## config.mk

```make
export PLATFORM = sky130hd
export DESIGN_NAME = accum_channel_sched
export DESIGN_NICKNAME = d
export VERILOG_FILES = /design/src/rtl/accum_channel_sched_pkg.sv /design/src/rtl/multichannel_add.sv /design/src/rtl/accum_channel_sched.sv
export SDC_FILE = /design/constraint.sdc
export NUM_CORES = 1
export LEC_CHECK = 0
export ABC_AREA = 1
export BUFFER_PORTS_ARGS = -buffer_cell sky130_fd_sc_hd__buf_2
export CAP_MARGIN = 40
export CORE_MARGIN = 3
export CORE_UTILIZATION = 54
export CTS_BUF_LIST = sky130_fd_sc_hd__clkbuf_4 sky130_fd_sc_hd__clkbuf_8
export CTS_CLUSTER_DIAMETER = 150
export DETAILED_ROUTE_END_ITERATION = 7
export PLACE_DENSITY_LB_ADDON = 0.3
export SYNTH_ARGS = -nofsm -noshare
export SYNTH_HDL_FRONTEND = slang
export SYNTH_SLANG_ARGS = --single-unit
export TNS_END_PERCENT = 20
```

## constraint.sdc

```tcl
create_clock -name clk -period 1.9 [get_ports clk]
set_input_delay 0.095 -clock clk [delete_from_list [all_inputs] [get_ports clk]]
set_output_delay 0.095 -clock clk [all_outputs]
set_load 0.02 [all_outputs]
```

## src/rtl/accum_channel_sched_pkg.sv

```systemverilog
// Shared accelerator package for the channel-sum scheduler.
// Purpose : holds the FSM state encoding and the default data/config widths
//           used by accum_channel_sched and its accumulator.
// Contents: DW_DEFAULT, CW_DEFAULT, state_t.
package accum_channel_sched_pkg;

    localparam int DW_DEFAULT = 16;
    localparam int CW_DEFAULT = 8;

    typedef enum logic [1:0] {
        IDLE  = 2'd0,
        ACCUM = 2'd1,
        OUT   = 2'd2
    } state_t;

endpackage

```

## src/rtl/multichannel_add.sv

```systemverilog
// Enable/clear accumulator.
// Purpose : adds din into a running sum on every enabled clock edge; the sum
//           wraps modulo 2^DW with no saturation.
// Ports   : clk  - clock
//           rst  - clear, sampled on the rising edge; takes priority over en
//           en   - add din this edge
//           din  - value to add
//           sum  - current accumulator contents
module multichannel_add #(
    parameter int DW = 16
) (
    input  logic          clk,
    input  logic          rst,
    input  logic          en,
    input  logic [DW-1:0] din,
    output logic [DW-1:0] sum
);

    logic [DW-1:0] sum_q;

    // The owner ORs its async reset into rst, so the register holds zero for
    // as long as reset is held across a clock edge.
    always_ff @(posedge clk) begin
        if (rst) begin
            sum_q <= '0;
        end else if (en) begin
            sum_q <= sum_q + din;
        end
    end

    assign sum = sum_q;

endmodule

```

## src/rtl/accum_channel_sched.sv

```systemverilog
// Channel-sum scheduler.
// Purpose : for each job, sums cfg_num_ch input beats into one output and
//           repeats this cfg_num_out times, with valid/ready on both sides.
// Ports   : clk, rst (async, active-high)
//           start, cfg_num_ch, cfg_num_out   - job launch and configuration
//           in_valid, in_data, in_ready      - per-channel partial values
//           out_valid, out_data, out_ready   - channel sums
//           busy, done                       - job status
module accum_channel_sched
    import accum_channel_sched_pkg::*;
#(
    parameter int DW = DW_DEFAULT,
    parameter int CW = CW_DEFAULT
) (
    input  logic          clk,
    input  logic          rst,
    input  logic          start,
    input  logic [CW-1:0] cfg_num_ch,
    input  logic [CW-1:0] cfg_num_out,
    input  logic          in_valid,
    input  logic [DW-1:0] in_data,
    output logic          in_ready,
    output logic          out_valid,
    output logic [DW-1:0] out_data,
    input  logic          out_ready,
    output logic          busy,
    output logic          done
);

    localparam logic [CW-1:0] ONE = CW'(1);

    state_t        state;
    state_t        state_next;
    logic [CW-1:0] num_ch;
    logic [CW-1:0] num_out;
    logic [CW-1:0] ch_cnt;
    logic [CW-1:0] out_cnt;
    logic [DW-1:0] acc_sum;
    logic          start_acc;
    logic          beat_acc;
    logic          out_hs;
    logic          last_ch;
    logic          last_out;
    logic          acc_clr;
    logic          done_q;

    assign start_acc = (state == IDLE) && start;
    assign beat_acc  = in_valid && in_ready;
    assign out_hs    = out_valid && out_ready;
    assign last_ch   = (ch_cnt == num_ch - ONE);
    assign last_out  = (out_cnt == num_out - ONE);

    // Clear on job launch and after each delivered sum, so the beat that
    // follows an output handshake is added to zero.
    assign acc_clr = rst || start_acc || out_hs;

    multichannel_add #(
        .DW(DW)
    ) u_acc (
        .clk (clk),
        .rst (acc_clr),
        .en  (beat_acc),
        .din (in_data),
        .sum (acc_sum)
    );

    always_ff @(posedge clk or posedge rst) begin
        if (rst) begin
            state <= IDLE;
        end else begin
            state <= state_next;
        end
    end

    always_comb begin
        state_next = state;
        in_ready   = 1'b0;
        out_valid  = 1'b0;
        busy       = 1'b0;
        case (state)
            IDLE: begin
                if (start) begin
                    state_next = ACCUM;
                end
            end
            ACCUM: begin
                in_ready = 1'b1;
                busy     = 1'b1;
                if (in_valid && last_ch) begin
                    state_next = OUT;
                end
            end
            OUT: begin
                out_valid = 1'b1;
                busy      = 1'b1;
                if (out_ready) begin
                    state_next = last_out ? IDLE : ACCUM;
                end
            end
            default: begin
                state_next = IDLE;
            end
        endcase
    end

    // Configuration is latched only at launch; a zero count means one.
    always_ff @(posedge clk or posedge rst) begin
        if (rst) begin
            num_ch  <= '0;
            num_out <= '0;
            ch_cnt  <= '0;
            out_cnt <= '0;
            done_q  <= 1'b0;
        end else begin
            done_q <= out_hs && last_out;
            if (start_acc) begin
                num_ch  <= (cfg_num_ch  == '0) ? ONE : cfg_num_ch;
                num_out <= (cfg_num_out == '0) ? ONE : cfg_num_out;
                ch_cnt  <= '0;
                out_cnt <= '0;
            end else if (out_hs) begin
                ch_cnt  <= '0;
                out_cnt <= out_cnt + ONE;
            end else if (beat_acc) begin
                ch_cnt <= ch_cnt + ONE;
            end
        end
    end

    // Gating on state lets out_data drop to zero the moment reset asserts,
    // even though the accumulator register itself clears on the next edge.
    assign out_data = (state == OUT) ? acc_sum : '0;
    assign done     = done_q;

endmodule

```

== Word-level counts from Yosys, hierarchy flattened ==
Cells that the tools add are included.
Word-level totals
  register bits after elaboration: 51
  bits of input ports: 37
  output and inout bits: 20
  word-level logic and storage cells: 49
Cells by class
  add/subtract/negate cells: 5
  eq/ne operators: 7
  muxes and demuxes: 16
  reductions and logical operators: 14
Operators with widths (count)
  two-way mux 8 bit: 7
  adder 16 bit: 1
  adder 8 x 1 -> 8 bit, second input constant: 2
  equality test 8 bit: 2
  zero test 8 bit: 2
  two-way mux 16 bit: 1
  subtractor 8 x 1 -> 8 bit, second input constant: 2
  two-way mux 2 bit: 3
  != test 2 bit, second input constant: 3
  case mux 2 bit (3 select lines): 1
  logical AND 1 bit: 5
  two-way mux 1 bit: 4
  AND reduction 3 bit: 1
  nonzero test 3 bit: 1
  equality test 2 x 1 -> 1 bit, second input constant: 1
  equality test 2 bit, second input constant: 1
  zero test 2 bit: 1
  logical OR 1 bit: 2
  nonzero test 2 bit: 1
  OR reduction 2 bit: 1

== Logic depth before layout (Yosys ltp) ==
  depth in word-level cells: 6
  depth in mapped cells: 14
  mapped depth without buffers: 14

== Hierarchy ==
Synthesis repeated with hierarchy kept, for this count alone.
Unflattened totals
  cells, all modules: 624
  area total of the unflattened synthesis: 3926.3 um2
Modules (own cells, without submodules)
  accum_channel_sched: times used 1, cells an instance 354, area an instance 2387.3 um2, seq. area each 875.8 um2
  multichannel_add: times used 1, cells an instance 270, area an instance 1539.0 um2, seq. area each 320.3 um2

== Worst setup path after synthesis ==
OpenSTA, ideal clock, no wires.
  path type: flip-flop to flip-flop
  from: register state[0]
  to: register out_cnt[6]
  setup time: 123 ps
  arrival: 1676 ps
  data required time: 1777 ps
  slack: 101 ps
  cell stages (with the launch flop): 11
  buffers on the path: 1
  clock period less this slack: 1799 ps
  cells stage by stage: dfrtp_1 > inv_1 > ha_1 > buf_4 > nand2_2 > nor3_1 > nand2_1 > nor2_1 > nand2_1 > o21ai_0 > a21oi_1
Between the ends
  longest elaborated chain between the ends: 4
  elaborated cells between the ends (all ways): 7
  those cells by class: eq/ne (1); mux (2); reduce/logical (4)
Ends and longest elaborated chain
  start: declaration: line accum_channel_sched.sv:32  | state_t state;
  start signal: assignment: line accum_channel_sched.sv:71  | state <= state_next;
  equality test 2 bit: line accum_channel_sched.sv:80  | case (state)
  two-way mux 1 bit: line accum_channel_sched.sv:80
  via out_valid: line accum_channel_sched.sv:23  | output logic out_valid,
  logical AND 1 bit: line accum_channel_sched.sv:49  | assign out_hs = out_valid && out_ready;
  nonzero test 2 bit (no line)
  end signal: assignment: line accum_channel_sched.sv:123  | out_cnt <= out_cnt + ONE;
  end: declaration: line accum_channel_sched.sv:37  | logic [CW-1:0] out_cnt;
The timed path passes the listed nets, and every way through them passes these cells.
A chain may end at the register's enable or synchronous reset.

== Worst setup path after layout ==
  from: register u_acc.sum_q[0], in the netlist u_acc.sum[0]
  to: register u_acc.sum_q[8], in the netlist u_acc.sum[8]
Between the ends
  longest elaborated chain between the ends: 1
Ends and longest elaborated chain
  start: declaration: line multichannel_add.sv:19  | logic [DW-1:0] sum_q;
  start signal: assignment: line multichannel_add.sv:27  | sum_q <= sum_q + din;
  adder 16 bit: line multichannel_add.sv:27
No other way between the ends.

==> results.py <==
metrics = {
    "status": {
        "outcome": "finished clean",
    },
    "place": {
        "pre_cts_ws_ns": -0.0291,
        "place_area_um2": 4160,
        "port_buffers": 56,
        "post-dp-hpwl_um": 6800,
        "place_congestion": 0.856,
    },
    "global_route": {
        "grt_pass1_wl_um": 15000,
        "first_global_vias": 3420,
        "globalRouteOverflowTotal": 0,
        "track_usage_pct": 23.4,
        "antenna_found_initial": 0,
        "grt_start_max_net_pins": 36,
    },
    "synthesis": {
        "synth_warnings": 0,
        "synth_compound_area_share_pct": 11.7,
        "ys_seq_elements": 51,
        "synth_top_family_by_area": "simple AND/OR/NAND/NOR gates",
        "synth_most_common_cell": "nand2_1",
        "synth_xor_area_share_pct": 4.22,
        "synth_edf_count": 0,
        "avgSynthCellArea_um2": 6.53,
        "ys_types": 39,
        "synth_area_leaders": "dfrtp_1 (23%), nand2_1 (16%), inv_1 (9.8%)",
        "synth.area.mux_share_pct": 0,
        "synth_fa_ha_area_share_pct": 8.23,
        "netlist_top_cells_count": "nand2_1 (157), inv_1 (98), nor2_1 (61)",
        "synth_nets": 634,
        "synth_top_area_cell": "dfrtp_1",
        "syn-instance-count": 573,
        "synth_top_area_share_pct": 23.4,
        "yosys.area_share.simple_pct": 32.8,
        "synth_area_um2": 3740,
        "ys.flop_type": "dfrtp_1",
        "yosysSeqAreaShare_pct": 32.0,
        "synthArstFlopShare_pct": 68.6,
    },
    "floorplanning": {
        "start_util_pct": 57.3,
        "die_w_um": 89.2,
        "coreArea_um2": 6530,
        "ioPinCount": 57,
        "die_area_um2": 7960,
        "die_h_um": 89.2,
        "core.rowCount": 29,
    },
    "timing": {
        "skew_ns": 0.00553,
        "rsz0062_at_grt": "true",
        "setup-violations-final": 0,
        "setup_slack_ns": 0.0734,
        "relSlewSlack_pct": 68.6,
        "hold_viol": 0,
        "fin_crit_sh_pct": 96.1,
        "max_freq_ghz": 0.547,
        "period_minus_slack_ns": 1.83,
        "worst_pin_slew_ns": 0.471,
        "slew_viol_final": 0,
    },
    "routing": {
        "via_per_inst": 5.10,
        "first_iter_violations": 138,
        "first_pass_iters": 4,
        "ant_nets": 0,
        "drt-wirelength-per-cell_um": 12.4,
        "drt_wl_total_um": 8950,
        "drcViolationCount": 0,
        "vias": 3691,
    },
    "critical_path": {
        "cp_common_cell": "nand3_1",
        "worstPathCellList": "ha_4 -> inv_1 -> fa_2 -> inv_2 -> nand3_1 -> nand2_2 -> nand2_1 -> nand2_2 -> nand3_1 -> nand3_1 -> nand3_1 -> o211ai_1 -> inv_1",
        "startpoint_type": "flop",
        "critical-path-max-stage-delay_ns": 0.37,
        "crit_slowest_cell": "dfxtp_2",
        "critPathMaxFanout": 3,
        "cp-end-kind": "flop",
        "cp_data_required_time_ns": 2.10,
        "crit_type": "flop to flop",
        "arrival_ns": 2.03,
    },
    "power": {
        "peakVddDrop_mv": 0.587,
        "switching_share_pct": 46.9,
        "powerDensity_nw_per_um2": 1170,
        "p_clk_share_pct": 12.6,
        "p_switching_uw": 2410,
        "p_int_uw": 2730,
        "cellLeakagePower_uw": 0.00251,
        "combPwrFrac_pct": 54.7,
        "seqPwrFrac_pct": 32.7,
    },
    "finish": {
        "area_growth_pct": 18.0,
        "antenna_cells": 0,
        "fin_nets": 707,
        "design_area_um2": 4410,
        "drive_gt1_share_pct": 16.8,
    },
    "clocking": {
        "clkLatencyLatePin_ns": 0.31,
        "clk_pin_slew_ns": 0.09,
        "cts.path.max_buffers": 2,
        "cts_made_buffers": 5,
        "cts_tree": "built",
        "clock-root-buffer": "clkbuf_8",
        "htree_levels": 2,
        "numClockSinks": 51,
    },
    "job": {
        "drv_cap": 0,
    },
    "hold_path": {
        "hp-class": "primary input to flop",
    },
}
critical path: cells and delay by family (launching register included):
kind | cells | cell delay (ns)
adders and majority gates | 2 | 0.49
and+or+nand+nor | 7 | 0.61
buffers and inverters | 3 | 0.17
DFF | 1 | 0.37
AOI/OAI and AO/OA | 1 | 0.09
layer usage:
layer | global-route usage [%] | routed length [um] | share of wire (%)
met1 | 32.8 | 4440 | 50
met2 | 38.3 | 4050 | 45
met3 | 3.41 | 370 | 4.1
met4 | 5.41 | 89 | 0.99
met5 | 0 | 0 | 0
power by group through the flow:
stage | logic (uW) | registers, uW | clock network (uW)
floorplan | 2020 | 1620 | 0
global placement | 2540 | 1700 | 0
detailed placement | 2620 | 1700 | 0
CTS | 2640 | 1680 | 671
global route | 3230 | 1730 | 706
finish | 2820 | 1680 | 646
kinds of logic after synthesis:
family / count (synthesis)
AO/OA/AOI/OAI: 79
XOR/XNOR: 18
adder cells (fa/ha/maj): 24
buffers and inverters: 109
flip-flops: 51
AND/OR/NAND/NOR: 292
layout make-up:
class | count | area (um2)
inverters | 101 | 387
clock inverters | 2 | 13.8
flip-flops and latches | 51 | 1200
multi-input cells | 413 | 2210
fillers | 605 | 2120
clock buffers | 6 | 76.3
repair buffers | 74 | 428
well taps | 77 | 96.3
cells in the final DEF (no fill, tap or decap), types with 6 or more instances in the layout:
master   netlist  final
buf_4          1     13
nor2_2         4      6
nand3_1       46     44
o21ai_0       36     35
dfrtp_1       35     35
dfxtp_1       16     15
inv_1         98     94
xor2_1        13     13
ha_1          23     19
a21oi_1       24     22
nor2_1        61     58
buf_2          1     56
nand2_1      157    155
metrics by stage:
stage | setup TNS [ns] | std cells | util, % | total power, uW | hold WS, ns
final | 0 | 724 | 67.6 | 5150 | 0.0129
after global routing | -0.140 | 724 | 67.6 | 5670 | 0.0309
after CTS | 0 | 721 | 65.8 | 4990 | 0.00714
after detailed placement | -0.0291 | 708 | 63.6 | 4320 | 0.265
after global placement | 0 | 708 | 63.6 | 4230 | 0.251
after floorplan | 0 | 573 | - | 3640 | 0.205
path summary, 6_finish.rpt:
| kind | from | to | slack, ns | cells past startpoint |
|---|---|---|---|---|
| setup / recovery | u_acc.sum[0]$_SDFFE_PP0P_ | u_acc.sum[8]$_SDFFE_PP0P_ | 0.07 | 13 |
| hold / removal | cfg_num_out[5] | num_out[5]$_DFFE_PP0P_ | 0.01 | 3 |
| setup reg to reg | u_acc.sum[0]$_SDFFE_PP0P_ | u_acc.sum[8]$_SDFFE_PP0P_ | 0.07 | 13 |
| hold reg to reg | u_acc.sum[0]$_SDFFE_PP0P_ | u_acc.sum[0]$_SDFFE_PP0P_ | 0.50 | 2 |
| max in group asynchronous | rst | out_cnt[2]$_DFFE_PP0P_ | 1.09 | 4 |
| min in group asynchronous | rst | num_ch[0]$_DFFE_PP0P_ | 0.48 | 4 |
registers in the layout, summed over array words and instances, names as in the netlist:
name and flops:
u_acc.sum 16, state 2, num_out 8, done 1
num_ch 8, out_cnt 8, ch_cnt 8
repair_timing:
action                                  4_1_cts  5_1_grt
hold buffers                                  5        0
hold endpoints to repair                     39        0
resized for setup                             2       26
buffers inserted                              0        3
endpoints found under the setup margin        2       17
pin swaps                                     0        7
No activity file was read; power rests on OpenSTA's default activity.
